**config.mk**
```make
export PLATFORM = sky130hd
export DESIGN_NAME = q_shift_reg_flat
export DESIGN_NICKNAME = d
export VERILOG_FILES = /design/src/rtl/q_shift_pkg.sv /design/src/rtl/q_shift_reg_if.sv /design/src/rtl/q_shift_cell.sv /design/src/rtl/q_shift_reg.sv /design/src/flat_wrapper.sv
export SDC_FILE = /design/constraint.sdc
export NUM_CORES = 1
export LEC_CHECK = 0
export CAP_MARGIN = 20
export CORE_AREA = 4 4 41 43
export CTS_CLUSTER_DIAMETER = 50
export DETAILED_ROUTE_END_ITERATION = 8
export DIE_AREA = 0 0 45 47
export RECOVER_POWER = 50
export SLEW_MARGIN = 15
export SYNTH_ARGS = -nofsm -noshare
export SYNTH_HDL_FRONTEND = slang
export SYNTH_SLANG_ARGS = --single-unit
```
**constraint.sdc**
```tcl
create_clock -name clk -period 2.13 [get_ports clk]
set_input_delay 0.5325 -clock clk [delete_from_list [all_inputs] [get_ports clk]]
set_output_delay 0.5325 -clock clk [all_outputs]
set_load 0.05 [all_outputs]
```
**src/rtl/q_shift_pkg.sv**
```systemverilog
`default_nettype none
// ============================================================================
//  Module      : q_shift_pkg
//  Description : Shared definitions for the Q operand/quotient shift
//                register: default width and the shift-direction encoding.
//  Contents    : Q_WIDTH_DEFAULT  - default register width (8)
//                dir_e            - direction enum (DIR_RIGHT / DIR_LEFT)
//  Revision    : 1.0 - initial release
// ============================================================================
package q_shift_pkg;

  localparam int Q_WIDTH_DEFAULT = 8;

  // Direction encoding as driven on the dir pin by the ALU sequencer.
  typedef enum logic {
    DIR_RIGHT = 1'b0,   // toward LSB
    DIR_LEFT  = 1'b1    // toward MSB
  } dir_e;

endpackage : q_shift_pkg
`default_nettype wire

```
**src/rtl/q_shift_reg_if.sv**
```systemverilog
`default_nettype none
// ============================================================================
//  Module      : q_shift_reg_if
//  Description : Control/data bundle between the ALU sequencer (master) and
//                the Q shift register (slave).
//  Signals     : load - parallel load strobe (overrides dir)
//                dir  - shift direction, 0 = right, 1 = left
//                in   - parallel load data [WIDTH-1:0]
//                q    - register contents  [WIDTH-1:0]
//  Parameters  : WIDTH - register width, must be >= 2
//  Revision    : 1.0 - initial release
// ============================================================================
interface q_shift_reg_if
  import q_shift_pkg::*;
#(
  parameter int WIDTH = Q_WIDTH_DEFAULT
);

  logic             load;
  logic             dir;
  logic [WIDTH-1:0] in;
  logic [WIDTH-1:0] q;

  // Sequencer side: drives the controls and data, observes q.
  modport master (
    output load,
    output dir,
    output in,
    input  q
  );

  // Register side.
  modport slave (
    input  load,
    input  dir,
    input  in,
    output q
  );

endinterface : q_shift_reg_if
`default_nettype wire

```
**src/rtl/q_shift_cell.sv**
```systemverilog
`default_nettype none
// ============================================================================
//  Module      : q_shift_cell
//  Description : One bit of the Q shift register. A direction mux picks the
//                MSB-side or LSB-side neighbour, a load mux picks that value
//                or the parallel data bit, and the result is captured in an
//                asynchronously reset D flip-flop.
//  Ports       : clk        - rising-edge clock
//                rst        - asynchronous active-high reset, clears the bit
//                load_i     - 1 = capture par_in_i (wins over dir_i)
//                dir_i      - 0 = take left_in_i, 1 = take right_in_i
//                left_in_i  - bit from the MSB-side neighbour (right shift)
//                right_in_i - bit from the LSB-side neighbour (left shift)
//                par_in_i   - parallel load data bit
//                q_o        - stored bit, straight from the flop
//  Revision    : 1.0 - initial release
// ============================================================================
module q_shift_cell
  import q_shift_pkg::*;
(
  input  wire  clk,
  input  wire  rst,
  input  wire  load_i,
  input  wire  dir_i,
  input  wire  left_in_i,
  input  wire  right_in_i,
  input  wire  par_in_i,
  output logic q_o
);

  logic shift_d;
  logic q_d;
  logic q_q;

  always_comb begin
    shift_d = left_in_i;
    q_d     = q_q;
    // A right shift pulls data down from the MSB side; a left shift pulls
    // data up from the LSB side.
    if (dir_e'(dir_i) == DIR_LEFT) begin
      shift_d = right_in_i;
    end
    q_d = load_i ? par_in_i : shift_d;
  end

  always_ff @(posedge clk or posedge rst) begin
    if (rst) begin
      q_q <= 1'b0;
    end else begin
      q_q <= q_d;
    end
  end

  assign q_o = q_q;

endmodule : q_shift_cell
`default_nettype wire

```
**src/rtl/q_shift_reg.sv**
```systemverilog
`default_nettype none
// ============================================================================
//  Module      : q_shift_reg
//  Description : Parallel-load, bidirectional shift register holding the Q
//                operand/quotient word. Every rising edge it either loads
//                bus.in (load=1) or shifts one place in the direction given
//                by bus.dir; there is no hold state.
//  Ports       : clk  - rising-edge clock
//                rst  - asynchronous active-high reset, clears q
//                bus  - q_shift_reg_if.slave (load, dir, in, q)
//  Parameters  : WIDTH - register width, must be >= 2
//  Config      : Q_SHIFT_ROTATE_EN - when defined, shifts become rotates
//                (the bit leaving one end re-enters at the other); when
//                undefined, shifts are logical with a 0 fill.
//  Revision    : 1.0 - initial release
// ============================================================================
module q_shift_reg
  import q_shift_pkg::*;
#(
  parameter int WIDTH = Q_WIDTH_DEFAULT
)(
  input  wire          clk,
  input  wire          rst,
  q_shift_reg_if.slave bus
);

  logic [WIDTH-1:0] q_w;         // cell outputs
  logic [WIDTH-1:0] left_nbr_w;  // per-bit MSB-side neighbour
  logic [WIDTH-1:0] right_nbr_w; // per-bit LSB-side neighbour
  logic             msb_fill_w;  // enters bit WIDTH-1 on a right shift
  logic             lsb_fill_w;  // enters bit 0 on a left shift

  generate
    if (WIDTH < 2) begin : g_width_check
      $error("q_shift_reg: WIDTH must be at least 2");
    end
  endgenerate

`ifdef Q_SHIFT_ROTATE_EN
  // Rotate: the end bit about to be discarded wraps around.
  assign msb_fill_w = q_w[0];
  assign lsb_fill_w = q_w[WIDTH-1];
`else
  // Logical shift: zero fill, no sign extension.
  assign msb_fill_w = 1'b0;
  assign lsb_fill_w = 1'b0;
`endif

  // Neighbour vectors: bit i sees q[i+1] on its left and q[i-1] on its
  // right, with the end cells taking the fill/rotate bit instead.
  assign left_nbr_w  = {msb_fill_w, q_w[WIDTH-1:1]};
  assign right_nbr_w = {q_w[WIDTH-2:0], lsb_fill_w};

  generate
    for (genvar i = 0; i < WIDTH; i++) begin : g_cell
      q_shift_cell u_cell (
        .clk        (clk),
        .rst        (rst),
        .load_i     (bus.load),
        .dir_i      (bus.dir),
        .left_in_i  (left_nbr_w[i]),
        .right_in_i (right_nbr_w[i]),
        .par_in_i   (bus.in[i]),
        .q_o        (q_w[i])
      );
    end
  endgenerate

  assign bus.q = q_w;

endmodule : q_shift_reg
`default_nettype wire

```
**src/flat_wrapper.sv**
```systemverilog
// flat-port wrapper written by rule: the top's interface ports become plain ports
module q_shift_reg_flat import q_shift_pkg::*;
#(
  parameter int WIDTH = Q_WIDTH_DEFAULT
)
  (clk, rst, bus_load, bus_dir, bus_in, bus_q);
  q_shift_reg_if #(.WIDTH(WIDTH)) bus_i ();
  input  wire clk;
  input  wire rst;
  input wire logic [$bits(bus_i.load)-1:0] bus_load;
  input wire logic [$bits(bus_i.dir)-1:0] bus_dir;
  input wire logic [$bits(bus_i.in)-1:0] bus_in;
  output wire logic [$bits(bus_i.q)-1:0] bus_q;
  assign bus_i.load = bus_load;
  assign bus_i.dir = bus_dir;
  assign bus_i.in = bus_in;
  assign bus_q = bus_i.q;
  q_shift_reg #(.WIDTH(WIDTH)) u_core (.clk(clk), .rst(rst), .bus(bus_i));
endmodule
```
==> impl_metrics.tcl, run 1 <==
set metrics [dict create \
    status "finished clean" \
    critPathMaxStageDelay_ns 0.82 \
    peakVddDrop_mv 0.257 \
    netlist_instances 42 \
    clkSinkCount 8 \
    placed_cell_area_um2 559 \
    crit_buf_inv 1 \
    slowest_stage "clkdlybuf4s50_1" \
    timing.rr.end "u_core.g_cell[5].u_cell.q_o" \
    drt-initial-drc-count 3 \
    h-tree-depth 1 \
    areaGrowthSynthToFinish_pct 36.8 \
    first_pass_iters 4 \
    power.density_nw_per_um2 726 \
    io_pins 20 \
    worst_r2r_path_depth 2 \
    die_w_um 45 \
    finalWeightedCongestion 0.722 \
    cts_tree "built" \
    start_util_pct 32.7 \
    setup-tns-final_ns 0 \
    slew_violations 0 \
    critPathLaunchType "flip-flop" \
    nNetsFinal 69 \
    seq_area_frac_synth_pct 47.1 \
    startpoint "u_core.g_cell[3].u_cell.q_o" \
    largest_register_ffs 8 \
    drc 0 \
    ctsResizeCount 0 \
    critPathRequiredTime_ns 1.60 \
    holdPathStages 1 \
    crit_chain "clkdlybuf4s50_1" \
    port_buffers 19 \
    synth_nets 54 \
    avgSynthCellArea_um2 10.1 \
    crit_cells 1 \
    hold_viol 0 \
    overflow 0 \
    grt_pass1_wl_um 1240 \
    drtAntennaViolNets 0 \
    worstSetupPathType "reg -> out" \
    worstSetupEndpoint "bus_q[3]" \
    core_um2 1300 \
    post_cts_buffers 0 \
    dp_slack_ns 0.411 \
    rsz0062_at_grt "no" \
    num_rows 13 \
    finalWorstSetupSlack_ns 0.162 \
    yosys.area.top_type "dfrtp_1" \
    cts-buffers-inserted 3 \
    die_area_um2 2120 \
    grt_max_degree 12 \
    relSlewSlack_pct 66.4 \
    synth_area_leaders "dfrtp_1, mux2i_1, buf_4, o21ai_1, nand2_1" \
    worst_path_dominant_cell_family "buffers and inverters" \
    synth_warnings 0 \
    hold_path_class "reg -> reg" \
    grt_usage_pct 8.29 \
    clkSlewWorstSetupHoldPaths_ns 0.05 \
    r2r_start "u_core.g_cell[4].u_cell.q_o" \
    synth.distinct_cells 10 \
    drive_gt1_share_pct 9.09 \
    vias 302 \
    timing.final.crit_share_pct 92.4 \
    cp_max_fo 3 \
    die_y_um 47 \
    period_needed_ns 1.97 \
    antenna_found_initial 0 \
    final_cell_area_um2 582 \
    tightest_slew_ns 0.503 \
    hold_buffers 0 \
    critPathArrivalTime_ns 1.44 \
    drt_wl_total_um 779 \
    diodes 0 \
    first_global_vias 289 \
    synth-seq-cells 8 \
    regToRegSetupSlack_ns 1.38 \
    crit_path_end_kind "output pin" \
    wire_per_inst_um 11.1 \
    p_leak_nw 0.263 \
    netlist_area_um2 425 \
    clock_latency_ns 0.25 \
    cts_root_buffer "clkbuf_4" \
    skew_ns 0.00527 \
    viasPerCell 4.31 \
    fmaxAchievable_ghz 0.508 \
    setup_viol 0 \
    drv_cap 0 \
    cts_buffer_depth 2 \
    yosysTopAreaCellShare_pct 47.1 \
]
[worst reg2reg max path, stage by stage, from the launching register on]
cell and delay, ns:
dfrtp_1 0.39, mux2i_1 0.15, o21ai_0 0.09
[area by class of cell]
class,count,area [um2]
Fill cell,143,719
Inverter,1,3.75
Clock buffer,3,22.5
Sequential cell,8,200
Tap cell,15,18.8
Timing Repair Buffer,20,198
Multi-Input combinational cell,23,139
[cell usage after synthesis, drive strengths merged]
cell and instances:
mux2i 6, inv 1, o21ai 7, dfrtp 8, nand2 8, a22o 1, nor2 1, buf 10
[worst min path at each step]
stage / from / end / slack, ns
2_1_floorplan: rst / u_core.g_cell[0].u_cell.q_o / 0.35
3_5_place_dp: u_core.g_cell[7].u_cell.q_o / u_core.g_cell[6].u_cell.q_o / 0.54
3_3_place_gp: u_core.g_cell[7].u_cell.q_o / u_core.g_cell[6].u_cell.q_o / 0.53
5_1_grt: u_core.g_cell[1].u_cell.q_o / u_core.g_cell[0].u_cell.q_o / 0.56
6_report: u_core.g_cell[1].u_cell.q_o / u_core.g_cell[0].u_cell.q_o / 0.54
4_1_cts: rst / u_core.g_cell[4].u_cell.q_o / 0.54
[per-layer routing]
metal	global-route usage, %	wire length, um	up-vias	part of all wire (%)
met5	0	0	-	0
met2	11.0	313	12	40
met3	2.30	66	2	8.5
met4	5.26	6	0	0.77
li1	-	-	158	-
met1	11.7	392	130	50
[placed cells by master, fill, tap and decap left out, drive strengths merged]
cell | Yosys | final
clkbuf | 0 | 3
o21ai | 7 | 7
buf | 10 | 1
inv | 1 | 1
clkdlybuf4s50 | 0 | 17
dfrtp | 8 | 8
a22o | 1 | 1
nor2 | 1 | 1
nand2 | 8 | 8
dlygate4sd3 | 0 | 2
mux2i | 6 | 6
[per-stage QoR]
step	hold WS, ns	utilization (%)	cells	total power [mW]
after floorplan	0.348	-	42	0.283
after global placement	0.535	43.0	67	0.316
after detailed placement	0.536	43.0	67	0.317
after CTS	0.539	44.7	70	0.429
after global routing	0.560	44.7	70	0.444
final	0.543	44.7	70	0.422
[where the power goes]
group	internal [mW]	switching, mW	total (mW)
sequential	0.167	0.0109	0.178
combinational	0.0551	0.0794	0.135
clock	0.0641	0.0460	0.110
[cells by family after synthesis]
| kind of cell | Yosys count | share of synthesized area, % |
|---|---|---|
| flops | 8 | 47.1 |
| simple gates | 9 | 7.94 |
| buf+inv | 11 | 20.3 |
| compound gates | 8 | 10.6 |
| mux | 6 | 14.1 |
(Power assumes the default switching activity.)
==> run 2: changes to the inputs <==
==> constraint.sdc (replaced) <==
create_clock -name clk -period 2.13 [get_ports clk]
set_input_delay 0.213 -clock clk [delete_from_list [all_inputs] [get_ports clk]]
set_output_delay 0.213 -clock clk [all_outputs]
set_load 0.05 [all_outputs]
==> run 2 against run 1 <==
Compared with the run above:
- sequential share of layout area grew 0.45 points
- non-clock buffer count shrank 1
- via count shrank 0.99%
- flip-flop and latch count is the same
- combinational power is essentially flat
- global-route usage grew 0.49 points
- critical path depth is the same
- worst setup slack gained 0.30 ns
- utilization shrank 0.58 points
- power grew 1.6%
- critical path type unchanged
- critical endpoint unchanged
- largest cell class unchanged
- highest routed layer unchanged
==> impl_metrics.tcl, run 2 (synthesis results as in run 1) <==
set metrics [dict create \
    grt_use_met2_pct 11.6 \
    critPathLaunchType "flip-flop" \
    drv_cap 0 \
    viasPerCell 4.33 \
    slowest_stage "clkdlybuf4s50_1" \
    rsz0062_at_grt "no" \
    drc 0 \
    grt_max_degree 17 \
    grt_pass1_wl_um 1260 \
    groute.layer.met3.usage_pct 3.07 \
    setup-tns-final_ns 0 \
    die_y_um 47 \
    first_global_vias 286 \
    crit_path_end_kind "output pin" \
    tightest_slew_ns 0.504 \
    hold_buffers 0 \
    skew_ns 0.000301 \
    hold_path_class "in -> async" \
    crit_chain "clkdlybuf4s50_1" \
    period_needed_ns 1.66 \
    ctsResizeCount 0 \
    io_pins 20 \
    worstSetupPathType "reg -> out" \
    startpoint "u_core.g_cell[3].u_cell.q_o" \
    first_pass_iters 3 \
    die_w_um 45 \
    fmaxAchievable_ghz 0.601 \
    cts_tree "built" \
    busiest_layer "met2" \
    h-tree-depth 1 \
    largest_register_ffs 8 \
    setup_viol 0 \
    port_buffers 19 \
    use_met1_pct 10.8 \
    core_um2 1300 \
    p_total_uw 429 \
    hold_viol 0 \
    placed_cell_area_um2 552 \
    drtAntennaViolNets 0 \
    timing.final.crit_share_pct 78.2 \
    final_common_cell "clkdlybuf4s50_1" \
    drt_wl_total_um 809 \
    cts-buffers-inserted 3 \
    finalWorstSetupSlack_ns 0.465 \
    post_cts_buffers 0 \
    dp_slack_ns 0.694 \
    clkSlewWorstSetupHoldPaths_ns 0.06 \
    slew_violations 0 \
    nNetsFinal 68 \
    p_leak_nw 0.258 \
    worst_path_dominant_cell_family "buffers and inverters" \
    areaGrowthSynthToFinish_pct 35.0 \
    die_area_um2 2120 \
    cts_root_buffer "clkbuf_4" \
    peakVddDrop_mv 0.267 \
    relSlewSlack_pct 66.3 \
    overflow 0 \
    antenna_found_initial 0 \
    r2r_start "u_core.g_cell[2].u_cell.q_o" \
    drt-initial-drc-count 3 \
    cp_max_fo 3 \
    final_cell_area_um2 574 \
    crit_buf_inv 1 \
    grt_usage_pct 8.78 \
    vias 299 \
    status "finished clean" \
    cts_buffer_depth 2 \
    power.density_nw_per_um2 747 \
    critPathArrivalTime_ns 1.45 \
    finalWeightedCongestion 0.700 \
    start_util_pct 32.7 \
    clkSinkCount 8 \
    layout_common_cells "clkdlybuf4s50_1, nand2_1, dfrtp_1" \
    diodes 0 \
    hold_slack_ns 0.343 \
    wire_per_inst_um 11.7 \
    drive_gt1_share_pct 7.41 \
    num_rows 13 \
    critPathMaxStageDelay_ns 0.82 \
    clock_latency_ns 0.25 \
    critPathRequiredTime_ns 1.92 \
]
-- run 2: cell types whose count changed in the layout (fill, tap and decap cells not counted) --
cell     previous run  this run
buf_4               1         0
o21ai_0             2         3
o21ai_1             5         4
-- run 2: power by group --
part / total, mW / switching (mW) / internal, mW
logic: 0.133 / 0.0791 / 0.0538
registers: 0.177 / 0.0107 / 0.167
clock network: 0.119 / 0.0544 / 0.0647
-- run 2: metal layers --
metal	part of all wire (%)	wire length, um	vias up
met3	9.6	78	4
met4	3.6	29	0
li1	-	-	155
met5	0	0	-
met1	46	370	126
met2	41	330	14
-- run 2: stage by stage --
| step | cells | util (%) |
|---|---|---|
| after floorplan | 42 | - |
| final | 69 | 44.1 |
| after CTS | 69 | 44.1 |
| after global routing | 69 | 44.1 |
| after global placement | 66 | 42.4 |
| after detailed placement | 66 | 42.4 |
-- run 2: cell type report --
type,count,area [um2]
clock buffer,3,22.5
fill,136,727
inverter,1,3.75
multi-input combinational,23,139
sequential,8,200
tap,15,18.8
timing repair buffer,19,190
-- run 2: worst paths after layout --
check                      cells past startpoint  slack [ns]                          end
hold reg to reg                                1        0.54  u_core.g_cell[0].u_cell.q_o
max in group asynchronous                      2        1.55  u_core.g_cell[3].u_cell.q_o
setup / recovery                               1        0.47                     bus_q[3]
setup reg to reg                               2        1.34  u_core.g_cell[3].u_cell.q_o
min in group clk                               3        0.51  u_core.g_cell[1].u_cell.q_o
hold / removal                                 2        0.34  u_core.g_cell[7].u_cell.q_o
